$ cat config.mk
export PLATFORM = sky130hd
export DESIGN_NAME = seg7_scan_reader
export DESIGN_NICKNAME = d
export VERILOG_FILES = /design/src/rtl/seg7_scan_reader.sv
export SDC_FILE = /design/constraint.sdc
export NUM_CORES = 1
export LEC_CHECK = 0
export CAP_MARGIN = 30
export CELL_PAD_IN_SITES_DETAIL_PLACEMENT = 2
export CELL_PAD_IN_SITES_GLOBAL_PLACEMENT = 2
export CORE_ASPECT_RATIO = 1.25
export CORE_MARGIN = 3
export CORE_UTILIZATION = 35
export CTS_CLUSTER_SIZE = 24
export DETAILED_ROUTE_END_ITERATION = 6
export GPL_TIMING_DRIVEN = 0
export PLACE_DENSITY_LB_ADDON = 0.15
export SYNTH_ARGS = -nofsm -noshare
export SYNTH_HDL_FRONTEND = slang
export SYNTH_SLANG_ARGS = --single-unit
$ cat constraint.sdc
create_clock -name iCLK -period 3.7 [get_ports iCLK]
set_input_delay 0.74 -clock iCLK [delete_from_list [all_inputs] [get_ports iCLK]]
set_output_delay 0.74 -clock iCLK [all_outputs]
set_load 0.02 [all_outputs]
$ cat src/rtl/seg7_scan_reader.sv
// seg7_scan_reader: recovers hex digits from a multiplexed active-low
// 7-segment display bus.
//   iCLK      system clock, rising edge
//   iRST_n    asynchronous active-low reset
//   iSEG7     segment lines, active-low, bit0=a .. bit6=g
//   iDIG      digit select, active-high, expected one-hot
//   iCLR      synchronous clear of oVALID and oERR
//   oHEX      recovered nibbles, digit i at [4i+3:4i]
//   oVALID    per-digit: last accepted pattern was a legal glyph
//   oUPD      one-cycle pulse on each acceptance
//   oUPD_IDX  digit index of the last acceptance
//   oERR      sticky: an illegal non-blank pattern was accepted
module seg7_scan_reader #(
    parameter  int unsigned NUM_DIG    = 4,
    parameter  int unsigned STABLE_CYC = 3,
    localparam int unsigned IDX_W      = (NUM_DIG > 1) ? $clog2(NUM_DIG) : 1
) (
    input  logic                   iCLK,
    input  logic                   iRST_n,
    input  logic [6:0]             iSEG7,
    input  logic [NUM_DIG-1:0]     iDIG,
    input  logic                   iCLR,
    output logic [4*NUM_DIG-1:0]   oHEX,
    output logic [NUM_DIG-1:0]     oVALID,
    output logic                   oUPD,
    output logic [IDX_W-1:0]       oUPD_IDX,
    output logic                   oERR
);

    localparam int unsigned CNT_W = 4;
    localparam logic [6:0]  BLANK = 7'b1111111;

    typedef enum logic [1:0] {
        ST_IDLE,
        ST_TRACK,
        ST_HOLD
    } state_e;

    state_e                 state_q, state_d;
    logic [CNT_W-1:0]       cnt_q, cnt_d;
    logic [NUM_DIG-1:0]     sdig_q, pdig_q;
    logic [6:0]             sseg_q, pseg_q;
    logic [4*NUM_DIG-1:0]   hex_q, hex_d;
    logic [NUM_DIG-1:0]     valid_q, valid_d;
    logic                   upd_q, upd_d;
    logic [IDX_W-1:0]       idx_q, idx_d;
    logic                   err_q, err_d;

    logic                   onehot_c;
    logic                   same_c;
    logic [IDX_W-1:0]       sel_idx_c;
    logic [3:0]             nib_c;
    logic                   legal_c;
    logic                   blank_c;
    logic [CNT_W-1:0]       cnt_inc_c;
    logic                   accept_c;

    // Glyph decode of the registered segment sample
    always_comb begin
        nib_c   = 4'h0;
        legal_c = 1'b1;
        case (sseg_q)
            7'b1000000: nib_c = 4'h0;
            7'b1111001: nib_c = 4'h1;
            7'b0100100: nib_c = 4'h2;
            7'b0110000: nib_c = 4'h3;
            7'b0011001: nib_c = 4'h4;
            7'b0010010: nib_c = 4'h5;
            7'b0000010: nib_c = 4'h6;
            7'b1111000: nib_c = 4'h7;
            7'b0000000: nib_c = 4'h8;
            7'b0011000: nib_c = 4'h9;
            7'b0001000: nib_c = 4'hA;
            7'b0000011: nib_c = 4'hB;
            7'b1000110: nib_c = 4'hC;
            7'b0100001: nib_c = 4'hD;
            7'b0000110: nib_c = 4'hE;
            7'b0001110: nib_c = 4'hF;
            default:    legal_c = 1'b0;
        endcase
        blank_c = (sseg_q == BLANK);
    end

    // Select index and sample comparison
    always_comb begin
        sel_idx_c = '0;
        for (int i = 0; i < NUM_DIG; i++) begin
            if (sdig_q[i]) sel_idx_c = IDX_W'(i);
        end
        onehot_c  = $onehot(sdig_q);
        same_c    = (sdig_q == pdig_q) && (sseg_q == pseg_q);
        cnt_inc_c = (cnt_q == {CNT_W{1'b1}}) ? cnt_q : cnt_q + CNT_W'(1);
    end

    // Next-state and next-output logic
    always_comb begin
        state_d  = state_q;
        cnt_d    = cnt_q;
        accept_c = 1'b0;
        hex_d    = hex_q;
        valid_d  = iCLR ? '0 : valid_q;
        err_d    = iCLR ? 1'b0 : err_q;
        upd_d    = 1'b0;
        idx_d    = idx_q;

        if (!onehot_c) begin
            state_d = ST_IDLE;
            cnt_d   = '0;
        end else begin
            case (state_q)
                ST_IDLE: begin
                    state_d = ST_TRACK;
                    cnt_d   = CNT_W'(1);
                end
                ST_TRACK: begin
                    if (same_c) begin
                        cnt_d = cnt_inc_c;
                        if (cnt_inc_c == CNT_W'(STABLE_CYC)) begin
                            accept_c = 1'b1;
                            state_d  = ST_HOLD;
                        end
                    end else begin
                        cnt_d = CNT_W'(1);
                    end
                end
                ST_HOLD: begin
                    if (!same_c) begin
                        state_d = ST_TRACK;
                        cnt_d   = CNT_W'(1);
                    end
                end
                default: begin
                    state_d = ST_IDLE;
                    cnt_d   = '0;
                end
            endcase
        end

        // Acceptance result overrides a same-cycle clear for its digit
        if (accept_c) begin
            upd_d = 1'b1;
            idx_d = sel_idx_c;
            if (!legal_c && !blank_c) err_d = 1'b1;
            for (int i = 0; i < NUM_DIG; i++) begin
                if (sdig_q[i]) begin
                    if (legal_c) begin
                        hex_d[4*i +: 4] = nib_c;
                        valid_d[i]      = 1'b1;
                    end else begin
                        valid_d[i]      = 1'b0;
                    end
                end
            end
        end
    end

    // Input sample, previous sample, FSM and output registers
    always_ff @(posedge iCLK or negedge iRST_n) begin
        if (!iRST_n) begin
            sdig_q  <= '0;
            sseg_q  <= '0;
            pdig_q  <= '0;
            pseg_q  <= '0;
            state_q <= ST_IDLE;
            cnt_q   <= '0;
            hex_q   <= '0;
            valid_q <= '0;
            upd_q   <= 1'b0;
            idx_q   <= '0;
            err_q   <= 1'b0;
        end else begin
            sdig_q  <= iDIG;
            sseg_q  <= iSEG7;
            pdig_q  <= sdig_q;
            pseg_q  <= sseg_q;
            state_q <= state_d;
            cnt_q   <= cnt_d;
            hex_q   <= hex_d;
            valid_q <= valid_d;
            upd_q   <= upd_d;
            idx_q   <= idx_d;
            err_q   <= err_d;
        end
    end

    assign oHEX     = hex_q;
    assign oVALID   = valid_q;
    assign oUPD     = upd_q;
    assign oUPD_IDX = idx_q;
    assign oERR     = err_q;

endmodule

==> flow_summary.ini <==
[status]
status = complete, no violations

[floorplan]
start_util_pct = 36.93
boundaryPins = 38
die_w_um = 85.74
core_area_mm2 = 0.007532
dieArea_mm2 = 0.009060
rows = 35
die_h_um = 105.7

[power]
p_int_mw = 0.7944
seq_power_share_pct = 54.6
powerDensity_mw_per_mm2 = 326.4
power_frac_clock_pct = 31.4
pwr-share-comb_pct = 14.0
power.leakage_nw = 1.410
p_sw_share_pct = 27.86
irDropWorstVdd_uv = 162.3
switching_power_mw = 0.3069

[yosys]
synth_area_leaders = dfrtp_1 47%, mux2i_1 4.7%, xor2_1 4.4%
netlist_instances = 264
async_reset_ff_share_pct = 100.0
synth_most_common_cell = dfrtp_1
synth_nets = 282
synth_edf_count = 0
ys.flop_type = dfrtp_1
synth_top_area_share_pct = 46.78
synth.yosys.warnings = 0
syn_avg_cell_area_um2 = 10.54
ys_ff_latch = 52
synthDistinctLibCells = 59
netlist_top_cells_count = 52 x dfrtp_1, 18 x nand2_1, 14 x inv_1, 14 x xor2_1
seq_area_frac_synth_pct = 46.78
synth_top_area_cell = dfrtp_1
syn_area_mm2 = 0.002781

[sta]
maxSlewViolCount = 0
finalSetupTns_ns = 0
final_hold_viol_count = 0
slew_headroom_pct = 60.04
setup_viol = 0
max_freq_ghz = 0.3006
final.min_clock_period_ns = 3.326
skew_ns = 0.01223
min_period_over_period_pct = 89.90
tightest_slew_ns = 0.5994
rsz0062_at_grt = no

[clock_network]
cts_setup_buffers = 0
ctsHoldBuffers = 0
clk_path_buf_depth = 2
root_buffer = clkbuf_8
cts_inserted_buffers = 5
insertion_delay_ns = 0.31
clock_sinks = 52
path_clk_slew_ns = 0.10
tritoncts = done
cts_resized = 0
htreeDepth = 2

[worst_setup_path]
start_kind = flop
critPathKind = reg -> reg
critical_path_arrival_ns = 3.51
crit_required_ns = 3.88
crit_path_max_fanout = 10
cp-end-kind = flop

[job]
cap_violations = 0

[cells_and_area]
n_fill_cell = 842
nets = 327
area_growth_pct = 21.32
diodes = 0
layout.cells.non_filler = 402
drive_gt1_share_pct = 11.61

[hold_path]
holdCritPathClass = reg -> reg

[grt]
met2_usage_pct = 33.33
grt_max_degree = 30
antenna_found_initial = 0
grt_overflow = 0
track_usage_pct = 17.68
globalRouteMet1Util_pct = 21.10
grt_first_pass_wirelength_um = 12760
busiest_layer = met2
first_global_vias = 2488
use_met3_pct = 2.346

[placement]
place_hpwl_um = 5764
place_congestion = 0.8423
place_inst = 394
port_buffers = 37

[drt]
wl_per_cell_um = 18.52
vias = 2236
ant_nets = 0
firstDrtPassIters = 4
finalWirelength_um = 7444
routed_via_density = 5.562
drt_iter0_markers = 67
drc = 0
[layout by cell type (no fill, tap or decap), types with 10 or more instances in the layout]
cell type / count
clkdlybuf4s50_1: 36
dfrtp_1: 52
xor2_1: 14
nand3_1: 13
nand4_1: 11
inv_1: 14
buf_2: 10
nand2_1: 18
nand2b_1: 11
mux2i_1: 13
[cell families (layout without fill, tap and decap cells)]
family          after synthesis  after routing  synth area share, %
simple gates                102            102                23.62
flops                        52             52                46.78
compound gates               45             45                12.19
buf+inv                      32             78                5.532
xor+xnor                     15             15                4.723
mux                          14             14                5.083
fa+ha+maj                     4              4                2.069
[critical path, cell delays in order (launching register included)]
cell	delay, ns
dfrtp_1	0.49
inv_1	0.11
fa_1	0.54
inv_1	0.05
ha_1	0.17
ha_1	0.26
or3b_1	0.37
buf_2	0.19
nor3b_4	0.28
buf_6	0.18
nand2_1	0.07
a2111oi_2	0.36
o22ai_1	0.13
[per-stage QoR]
step	instance area (um^2)	power, mW	hold WS, ns	util [%]	setup WS (ns)
floorplan	2781	0.7079	0.3487	-	0.7053
global placement	3267	0.7609	0.3543	43.37	0.2356
detailed placement	3282	0.7690	0.3590	43.57	0.3435
CTS	3374	1.120	0.3845	44.80	0.3261
global route	3374	1.164	0.4013	44.80	0.07518
finish	3374	1.101	0.3805	44.80	0.3737
[area by class of cell]
| cell class | instances | area (um^2) | share of cell area, % |
|---|---|---|---|
| Multi-Input combinational cell | 180 | 1326 | 39.30 |
| Sequential cell | 52 | 1301 | 38.56 |
| Timing Repair Buffer | 38 | 385.4 | 11.42 |
| Tap cell | 92 | 115.1 | 3.411 |
| Buffer | 17 | 97.59 | 2.892 |
| Clock buffer | 6 | 82.58 | 2.447 |
| Inverter | 15 | 56.30 | 1.669 |
| Clock inverter | 2 | 10.01 | 0.2966 |
[registers in the layout, summed over array words and instances (netlist names)]
signal / flops
oERR: 1
cnt_q: 4
oUPD_IDX: 2
oUPD: 1
oVALID: 4
state_q: 2
sseg_q: 7
pdig_q: 4
pseg_q: 7
oHEX: 16
sdig_q: 4
[routing by layer]
layer	part of all wire, %	up-vias
met3	1.9	5
met1	41	1164
li1	-	1045
met4	0.74	0
met5	0	-
met2	56	22
[final timing paths]
| kind | startpoint | end | slack (ns) | depth (start not counted) |
|---|---|---|---|---|
| worst max-delay path | sdig_q[0]$_DFF_PN0_ | oHEX[1]$_DFFE_PN0P_ | 0.37 | 12 |
| worst max register to register | sdig_q[0]$_DFF_PN0_ | oHEX[1]$_DFFE_PN0P_ | 0.37 | 12 |
| worst min-delay path | sseg_q[3]$_DFF_PN0_ | pseg_q[3]$_DFF_PN0_ | 0.38 | 0 |
| min in group asynchronous | iRST_n | oHEX[15]$_DFFE_PN0P_ | 0.43 | 1 |
| worst min register to register | sseg_q[3]$_DFF_PN0_ | pseg_q[3]$_DFF_PN0_ | 0.38 | 0 |
| max in group asynchronous | iRST_n | oUPD_IDX[0]$_DFFE_PN0P_ | 2.70 | 2 |
[power by group through the flow]
stage / logic (mW) / clock network (mW) / registers [mW]
floorplan: 0.101 / 0 / 0.607
global placement: 0.149 / 0 / 0.612
detailed placement: 0.156 / 0 / 0.613
CTS: 0.157 / 0.361 / 0.602
global route: 0.173 / 0.386 / 0.605
finish: 0.154 / 0.346 / 0.601
Note: power is estimated with default switching activity, not from simulation.
